### src/rtl/axi_ipif_pkg.sv
// AXI-Lite to IPIF bridge shared definitions.
// Response codes and bridge FSM encoding.
package axi_ipif_pkg;

  localparam logic [1:0] RESP_OKAY   = 2'b00;
  localparam logic [1:0] RESP_SLVERR = 2'b10;

  typedef enum logic [2:0] {
    ST_IDLE,
    ST_WR_WAIT,
    ST_WR_RESP,
    ST_RD_WAIT,
    ST_RD_RESP
  } state_t;

endpackage

### src/rtl/ipif_addr_decode.sv
// Byte address to one-hot IPIF chip enable.
// Flags addresses beyond the register window.
module ipif_addr_decode #(
  parameter int C_NUM_REGS = 4
) (
  input  logic [31:0]                   addr,
  output logic [C_NUM_REGS-1:0]         ce,
  output logic [$clog2(C_NUM_REGS)-1:0] idx,
  output logic                          oor
);

  localparam int IW = $clog2(C_NUM_REGS);

  logic unused_lsb;

  assign unused_lsb = ^addr[1:0];
  assign idx = addr[IW+1:2];
  assign oor = |addr[31:IW+2];

  always_comb begin
    ce = '0;
    if (!oor) ce[idx] = 1'b1;
  end

endmodule

### src/rtl/axi_lite_ipif_bridge.sv
// AXI4-Lite slave to IPIF register bridge.
// Buffers AW/W, arbitrates with AR, times out IPIF acks.
module axi_lite_ipif_bridge
  import axi_ipif_pkg::*;
#(
  parameter int C_DATA_WIDTH = 32,
  parameter int C_NUM_REGS   = 4,
  parameter int C_TIMEOUT    = 16
) (
  input  logic                   ACLK,
  input  logic                   ARESETn,
  input  logic                   AWVALID,
  output logic                   AWREADY,
  input  logic [31:0]            AWADDR,
  input  logic                   WVALID,
  output logic                   WREADY,
  input  logic [C_DATA_WIDTH-1:0]   WDATA,
  input  logic [C_DATA_WIDTH/8-1:0] WSTRB,
  output logic                   BVALID,
  input  logic                   BREADY,
  output logic [1:0]             BRESP,
  input  logic                   ARVALID,
  output logic                   ARREADY,
  input  logic [31:0]            ARADDR,
  output logic                   RVALID,
  input  logic                   RREADY,
  output logic [C_DATA_WIDTH-1:0] RDATA,
  output logic [1:0]             RRESP,
  output logic [C_DATA_WIDTH-1:0]   bus2ip_data,
  output logic [C_DATA_WIDTH/8-1:0] bus2ip_be,
  output logic [C_NUM_REGS-1:0]  bus2ip_wrce,
  output logic [C_NUM_REGS-1:0]  bus2ip_rdce,
  input  logic [C_NUM_REGS*C_DATA_WIDTH-1:0] ip2bus_data,
  input  logic                   ip2bus_wrack,
  input  logic                   ip2bus_rdack
);

  localparam int IW = $clog2(C_NUM_REGS);
  localparam int CW = $clog2(C_TIMEOUT + 1);

  state_t          st;
  logic            aw_full;
  logic            w_full;
  logic            last_wr;
  logic [31:0]     aw_addr;
  logic [IW-1:0]   rd_idx;
  logic [CW-1:0]   cnt;

  logic [C_NUM_REGS-1:0] wr_ce;
  logic [C_NUM_REGS-1:0] rd_ce;
  logic [IW-1:0]   unused_wr_idx;
  logic [IW-1:0]   rd_idx_d;
  logic            wr_oor;
  logic            rd_oor;

  logic aw_hs, w_hs, ar_hs;
  logic aw_full_n, w_full_n;
  logic pair, tmo;

  ipif_addr_decode #(.C_NUM_REGS(C_NUM_REGS)) u_wr_dec (
    .addr (aw_addr),
    .ce   (wr_ce),
    .idx  (unused_wr_idx),
    .oor  (wr_oor)
  );

  ipif_addr_decode #(.C_NUM_REGS(C_NUM_REGS)) u_rd_dec (
    .addr (ARADDR),
    .ce   (rd_ce),
    .idx  (rd_idx_d),
    .oor  (rd_oor)
  );

  assign aw_hs     = AWVALID && AWREADY;
  assign w_hs      = WVALID && WREADY;
  assign ar_hs     = ARVALID && ARREADY;
  assign aw_full_n = aw_full | aw_hs;
  assign w_full_n  = w_full | w_hs;
  assign pair      = aw_full && w_full;
  assign tmo       = (cnt == CW'(C_TIMEOUT - 1));

  always_ff @(posedge ACLK or negedge ARESETn) begin
    if (!ARESETn) begin
      st          <= ST_IDLE;
      aw_full     <= 1'b0;
      w_full      <= 1'b0;
      last_wr     <= 1'b1;
      aw_addr     <= '0;
      rd_idx      <= '0;
      cnt         <= '0;
      AWREADY     <= 1'b0;
      WREADY      <= 1'b0;
      ARREADY     <= 1'b0;
      BVALID      <= 1'b0;
      BRESP       <= RESP_OKAY;
      RVALID      <= 1'b0;
      RRESP       <= RESP_OKAY;
      RDATA       <= '0;
      bus2ip_data <= '0;
      bus2ip_be   <= '0;
      bus2ip_wrce <= '0;
      bus2ip_rdce <= '0;
    end else begin
      unique case (st)
        ST_IDLE: begin
          cnt <= '0;
          if (aw_hs) begin
            aw_full <= 1'b1;
            aw_addr <= AWADDR;
          end
          if (w_hs) begin
            w_full      <= 1'b1;
            bus2ip_data <= WDATA;
            bus2ip_be   <= WSTRB;
          end
          // ARREADY is only offered when read may win arbitration
          if (ar_hs) begin
            last_wr <= 1'b0;
            AWREADY <= 1'b0;
            WREADY  <= 1'b0;
            ARREADY <= 1'b0;
            rd_idx  <= rd_idx_d;
            if (rd_oor) begin
              st     <= ST_RD_RESP;
              RVALID <= 1'b1;
              RRESP  <= RESP_SLVERR;
              RDATA  <= '0;
            end else begin
              st          <= ST_RD_WAIT;
              bus2ip_rdce <= rd_ce;
            end
          end else if (pair) begin
            last_wr <= 1'b1;
            AWREADY <= 1'b0;
            WREADY  <= 1'b0;
            ARREADY <= 1'b0;
            if (wr_oor) begin
              st     <= ST_WR_RESP;
              BVALID <= 1'b1;
              BRESP  <= RESP_SLVERR;
            end else begin
              st          <= ST_WR_WAIT;
              bus2ip_wrce <= wr_ce;
            end
          end else begin
            AWREADY <= !aw_full_n;
            WREADY  <= !w_full_n;
            ARREADY <= !(aw_full_n && w_full_n)
                       || last_wr;
          end
        end
        ST_WR_WAIT: begin
          if (ip2bus_wrack || tmo) begin
            bus2ip_wrce <= '0;
            BVALID      <= 1'b1;
            BRESP       <= ip2bus_wrack ? RESP_OKAY
                                        : RESP_SLVERR;
            st          <= ST_WR_RESP;
          end else begin
            cnt <= cnt + 1'b1;
          end
        end
        ST_WR_RESP: begin
          if (BREADY) begin
            BVALID  <= 1'b0;
            aw_full <= 1'b0;
            w_full  <= 1'b0;
            AWREADY <= 1'b1;
            WREADY  <= 1'b1;
            ARREADY <= 1'b1;
            st      <= ST_IDLE;
          end
        end
        ST_RD_WAIT: begin
          if (ip2bus_rdack || tmo) begin
            bus2ip_rdce <= '0;
            RVALID      <= 1'b1;
            st          <= ST_RD_RESP;
            if (ip2bus_rdack) begin
              RDATA <= ip2bus_data[int'(rd_idx)*C_DATA_WIDTH
                                   +: C_DATA_WIDTH];
              RRESP <= RESP_OKAY;
            end else begin
              RDATA <= '0;
              RRESP <= RESP_SLVERR;
            end
          end else begin
            cnt <= cnt + 1'b1;
          end
        end
        ST_RD_RESP: begin
          // a write pair that lost arbitration stays buffered
          if (RREADY) begin
            RVALID  <= 1'b0;
            AWREADY <= !aw_full;
            WREADY  <= !w_full;
            ARREADY <= !(aw_full && w_full);
            st      <= ST_IDLE;
          end
        end
        default: st <= ST_IDLE;
      endcase
    end
  end

endmodule

### config.mk
export PLATFORM = sky130hd
export DESIGN_NAME = axi_lite_ipif_bridge
export DESIGN_NICKNAME = d
export VERILOG_FILES = /design/src/rtl/axi_ipif_pkg.sv /design/src/rtl/ipif_addr_decode.sv /design/src/rtl/axi_lite_ipif_bridge.sv
export SDC_FILE = /design/constraint.sdc
export NUM_CORES = 1
export LEC_CHECK = 0
export ABC_AREA = 0
export CORE_MARGIN = 3
export CORE_UTILIZATION = 29
export DETAILED_ROUTE_END_ITERATION = 10
export GPL_ROUTABILITY_DRIVEN = 0
export HOLD_SLACK_MARGIN = 0.15
export PLACE_DENSITY = 0.67
export SLEW_MARGIN = 10
export SYNTH_ARGS = -nofsm -noshare
export SYNTH_HDL_FRONTEND = slang
export SYNTH_SLANG_ARGS = --single-unit
### constraint.sdc
create_clock -name ACLK -period 2.9 [get_ports ACLK]
set_clock_uncertainty 0.1 [all_clocks]
set_input_delay 0.29 -clock ACLK [delete_from_list [all_inputs] [get_ports ACLK]]
set_output_delay 0.29 -clock ACLK [all_outputs]
set_load 0.01 [all_outputs]
# Yosys cells after proc, flatten, opt, wreduce, memory -nomap -nowiden
# Cells that the tools add are included.
# W data, S select, Z words.
# classes
bitwise_logic	2
n_eq_ne	21
n_mux	71
reduce_logical	42
addsub	1
order_cmp	4
shift	1
# op_table
op	n
$mux W32	4
$shiftx A128 B8 Y32	1
$pmux W32 S2	1
$reduce_or A28 Y1	2
$mux W4	7
$ne A2 B2 Y1 const B	14
$mux W1	25
$mux W3	7
$mux W2	10
$reduce_and A5 Y1	4
$pmux W4 S2	2
$pmux W1 S3	5
$pmux W3 S5	1
$pmux W5 S3	1
$reduce_and A3 Y1	4
$reduce_bool A3 Y1	4
$mux W5	2
$pmux W2 S2	2
$reduce_and A2 Y1	4
$reduce_and A4 Y1	2
$reduce_bool A2 Y1	4
$logic_and A1 B1 Y1	7
$eq A3 B2 Y1 const B	2
$logic_not A1 Y1	6
other kinds (14)	21
# totals
in_bits	237
regBits	130
out_inout_bits	85

# Longest topological paths before layout
# logic_depth
word_depth	8
mapped_depth	8
depth_no_buf	8

# Cells and area by module
# Synthesis repeated with hierarchy kept, for this count alone.
# hier_totals
hier_cells	467
hier_area_um2	6491.2
# modules_own_cells
mod	cells_per_inst	seq_area_each_um2	area_each_um2	n_inst
axi_lite_ipif_bridge	427	3204.3	6143.4	1
ipif_addr_decode	20	0.0	173.9	2

# Worst setup path before layout
# No wires, ideal clock.
# synth_path
path_type	register to register
start	register cnt[0]
end	register cnt[1]
slack_ns	0.900
path_stages_with_launch	7
arrival_ns	1.779
path_buffers	0
required_time_ns	2.679
period_less_slack_ns	2.000
setup_ns	0.121
path_cell_list	dfrtp_1 ha_1 and3_1 ha_1 o32a_1 or2_2 a22o_1
# synth_via
elab_chain_cells	4
# synth_lines
item	line_no	source
start, declared	axi_lite_ipif_bridge.sv:47	logic [CW-1:0] cnt;
start signal, assigned	axi_lite_ipif_bridge.sv:160	cnt <= cnt + 1'b1;
start signal, assigned	axi_lite_ipif_bridge.sv:188	cnt <= cnt + 1'b1;
parallel branches: the longest is 4 deep, another holds $add A5 B1 Y5	--	
# Parallel ways; which one is timed is not known. The select of a mux whose other input is x is not followed.
# A chain may end at the register's enable or synchronous reset.

# Final worst setup path
# layout_path
start	register cnt[1]
end	register RDATA[4]
# layout_via
elab_chain_cells	4
# layout_lines
item	line_no	source
$eq A5 B4 Y1	axi_lite_ipif_bridge.sv:80	assign tmo = (cnt == CW'(C_TIMEOUT - 1));
$logic_or A1 B1 Y1	axi_lite_ipif_bridge.sv:175	if (ip2bus_rdack || tmo) begin
$ne A2 B2 Y1 (no line)	--	
$reduce_and A4 Y1 (no line)	--	
end signal, assigned	axi_lite_ipif_bridge.sv:180	RDATA <= ip2bus_data[int'(rd_idx)*C_DATA_WIDTH
end, declared	axi_lite_ipif_bridge.sv:27	output logic [C_DATA_WIDTH-1:0] RDATA,
# Every way passes these cells.

==> flow_summary.json <==
{
  "status": "completed",
  "drcViolationCount": 0,
  "crit_chain": "ha_1 > and3_1 > ha_1 > nor2_1 > nor2_1 > o2111ai_2 > a22o_1",
  "grt_max_degree": 61,
  "die_area_mm2": 0.0232,
  "cts_buffers": 17,
  "globalRouteTotalUtil_pct": 17.0,
  "drt-pass1-iter-count": 4,
  "num_vias": 5047,
  "ctsResizeCount": 0,
  "startpoint_type": "flop",
  "io_pins": 322,
  "synth.distinct_cells": 60,
  "pwr_density_cell_mw_per_mm2": 843,
  "start_util_pct": 30.1,
  "endpoint_kind": "flop",
  "worstPathArrival_ns": 2.81,
  "cts.sinks": 126,
  "finalHoldViolations": 0,
  "path_buf_inv": 0,
  "cp_top_family": "compound AO/OA/AOI/OAI gates",
  "rsz0062_at_grt": "no",
  "die_h_um": 152,
  "avgSynthCellArea_um2": 14.2,
  "clockBufferDepth": 2,
  "holdCritPathClass": "in -> async",
  "grt_pass1_vias": 5273,
  "critPathMaxStageDelay_ns": 0.60,
  "drtIter0Drc": 378,
  "ys.flop_type": "dfrtp_1",
  "coreArea_mm2": 0.0206,
  "yosysSeqAreaShare_pct": 50.8,
  "min_period_ns": 2.61,
  "relSlewSlack_pct": 34.0,
  "synth_top_area_share_pct": 50.4,
  "final_common_cell": "clkdlybuf4s50_1",
  "cpMaxStageDelayCell": "o2111ai_2",
  "final_cells": 1035,
  "clk_pin_slew_worst_paths_ns": 0.06,
  "synthCells": 436,
  "numPortBuffers": 315,
  "hpwlAfterDp_um": 15100,
  "setup-tns-final_ns": 0,
  "async_reset_ff_share_pct": 100,
  "worstMarginPinSlew_ns": 0.990,
  "worst-setup-path-type": "reg -> reg",
  "mostFrequentLayoutCells": "clkdlybuf4s50_1, dfrtp_1, mux2_2",
  "grt_pass1_wl_um": 30700,
  "num_rows": 52,
  "synth_edf_count": 0,
  "synth_area_leaders": "dfrtp_1, mux4_2, mux2_2",
  "regArea_mm2": 0.00316,
  "synth_seq_cells": 126,
  "drv_cap": 0,
  "cp.required_ns": 3.10,
  "final_util_pct": 49.8,
  "nFillCells": 1801,
  "antenna_found_initial": 0,
  "area_growth_pct": 65.4,
  "die_x_um": 152,
  "diodes": 0,
  "via_per_inst": 4.88,
  "grt-ovfl-total": 0,
  "worst-path-max-fanout": 17,
  "fmax_mhz": 383,
  "cts_tree": "done",
  "period_share_pct": 90.1,
  "place_inst": 1001,
  "drt-total-wl_um": 20200,
  "slew_violations": 0,
  "netlist_area_mm2": 0.00621,
  "irDropWorstVdd_mv": 0.326,
  "num-nets-final": 991,
  "cts-root-buf": "clkbuf_16",
  "synth_top_area_cell": "dfrtp_1",
  "ys_warn_count": 0,
  "p_leak_nw": 4.20,
  "multi_input_area_mm2": 0.00282,
  "wl_per_cell_um": 19.5,
  "drive_gt1_share_pct": 21.2,
  "clock_latency_ns": 0.42,
  "htree_levels": 4,
  "ant_nets": 0,
  "setup-violations-final": 0
}
-- worst reg2reg max path: cells and delay by family, from the launching register on --
family	cells	cell delay (ns)
flops	1	0.38
simple gates	3	0.58
fa+ha+maj	2	0.40
compound gates	2	1.04
-- stage by stage --
step                hold slack (ns)  worst slack, ns  cell area [um2]  power, W
finish                        0.301            0.288            10300   0.00865
global route                  0.347           0.0598            10300   0.00914
CTS                           0.326            0.327            10200   0.00873
detailed placement            0.207            0.336             9610   0.00638
global placement              0.208            0.344             9610   0.00635
floorplan                    -0.106            0.900             6210   0.00498
-- cells in the mapped netlist, types with 3 or more instances --
library cell,number
a21oi_1,4
a22o_1,34
a31oi_1,3
buf_12,3
buf_2,6
buf_4,5
buf_6,5
clkbuf_1,10
dfrtp_1,125
inv_1,7
mux2_2,43
mux2_4,30
mux4_2,32
nand2_1,18
nand3_1,3
nand4_1,5
nor2_1,18
nor3_1,5
nor4_1,14
o21a_1,3
o21ai_0,10
o22ai_1,3
-- report_power, final --
group / internal [W] / leakage, nW / switching [W]
Combinational: 0.00217 / 2.31 / 0.00141
Clock: 0.00147 / 0.311 / 0.000824
Sequential: 0.00235 / 1.58 / 0.000439
-- routing by layer --
| metal | GRT usage, % | share of wire, % |
|---|---|---|
| met5 | 0 | 0 |
| met4 | 5.39 | 2.0 |
| met3 | 4.71 | 7.1 |
| met2 | 26.9 | 49 |
| met1 | 22.6 | 42 |
-- cell type report --
class	instances	area share [%]
Clock buffer	19	4.31
Clock inverter	13	1.83
Inverter	8	0.293
Multi-Input combinational cell	273	27.5
Sequential cell	126	30.7
Tap cell	270	3.29
Timing Repair Buffer	326	32.0
-- cell families after synthesis --
| logic type | share of synthesized area (%) |
|---|---|
| simple gates | 7.38 |
| other cells | 0.0604 |
| mux | 27.4 |
| compound gates | 9.50 |
| buf+inv | 4.19 |
| xor+xnor | 0.282 |
| flops | 50.8 |
| fa+ha+maj | 0.403 |
-- state kept, by name, summed over array words and instances (netlist names), 3 cells and up --
register / cells
RDATA: 32
bus2ip_data: 32
aw_addr: 30
cnt: 5
bus2ip_be: 4
bus2ip_rdce: 4
bus2ip_wrce: 4
st: 3
-- worst paths after layout --
check	start	endpoint	slack (ns)	cells after the start
setup / recovery	cnt[1]$_DFFE_PN0P_	RDATA[4]$_DFFE_PN0P_	0.29	7
hold / removal	ARESETn	aw_addr[25]$_DFFE_PN0P_	0.30	2
setup reg to reg	cnt[1]$_DFFE_PN0P_	RDATA[4]$_DFFE_PN0P_	0.29	7
hold reg to reg	cnt[4]$_DFFE_PN0P_	cnt[4]$_DFFE_PN0P_	0.39	2
max in group asynchronous	ARESETn	bus2ip_data[30]$_DFFE_PN0P_	1.67	3
min in group ACLK	AWADDR[3]	aw_addr[3]$_DFFE_PN0P_	0.36	2
-- timing repair --
item	in CTS	in global routing
endpoints found under the hold margin	58	0
hold buffers	1	0
endpoints found under the setup margin	0	1
buffers inserted	0	0
No activity file was read; power rests on OpenSTA's default activity.
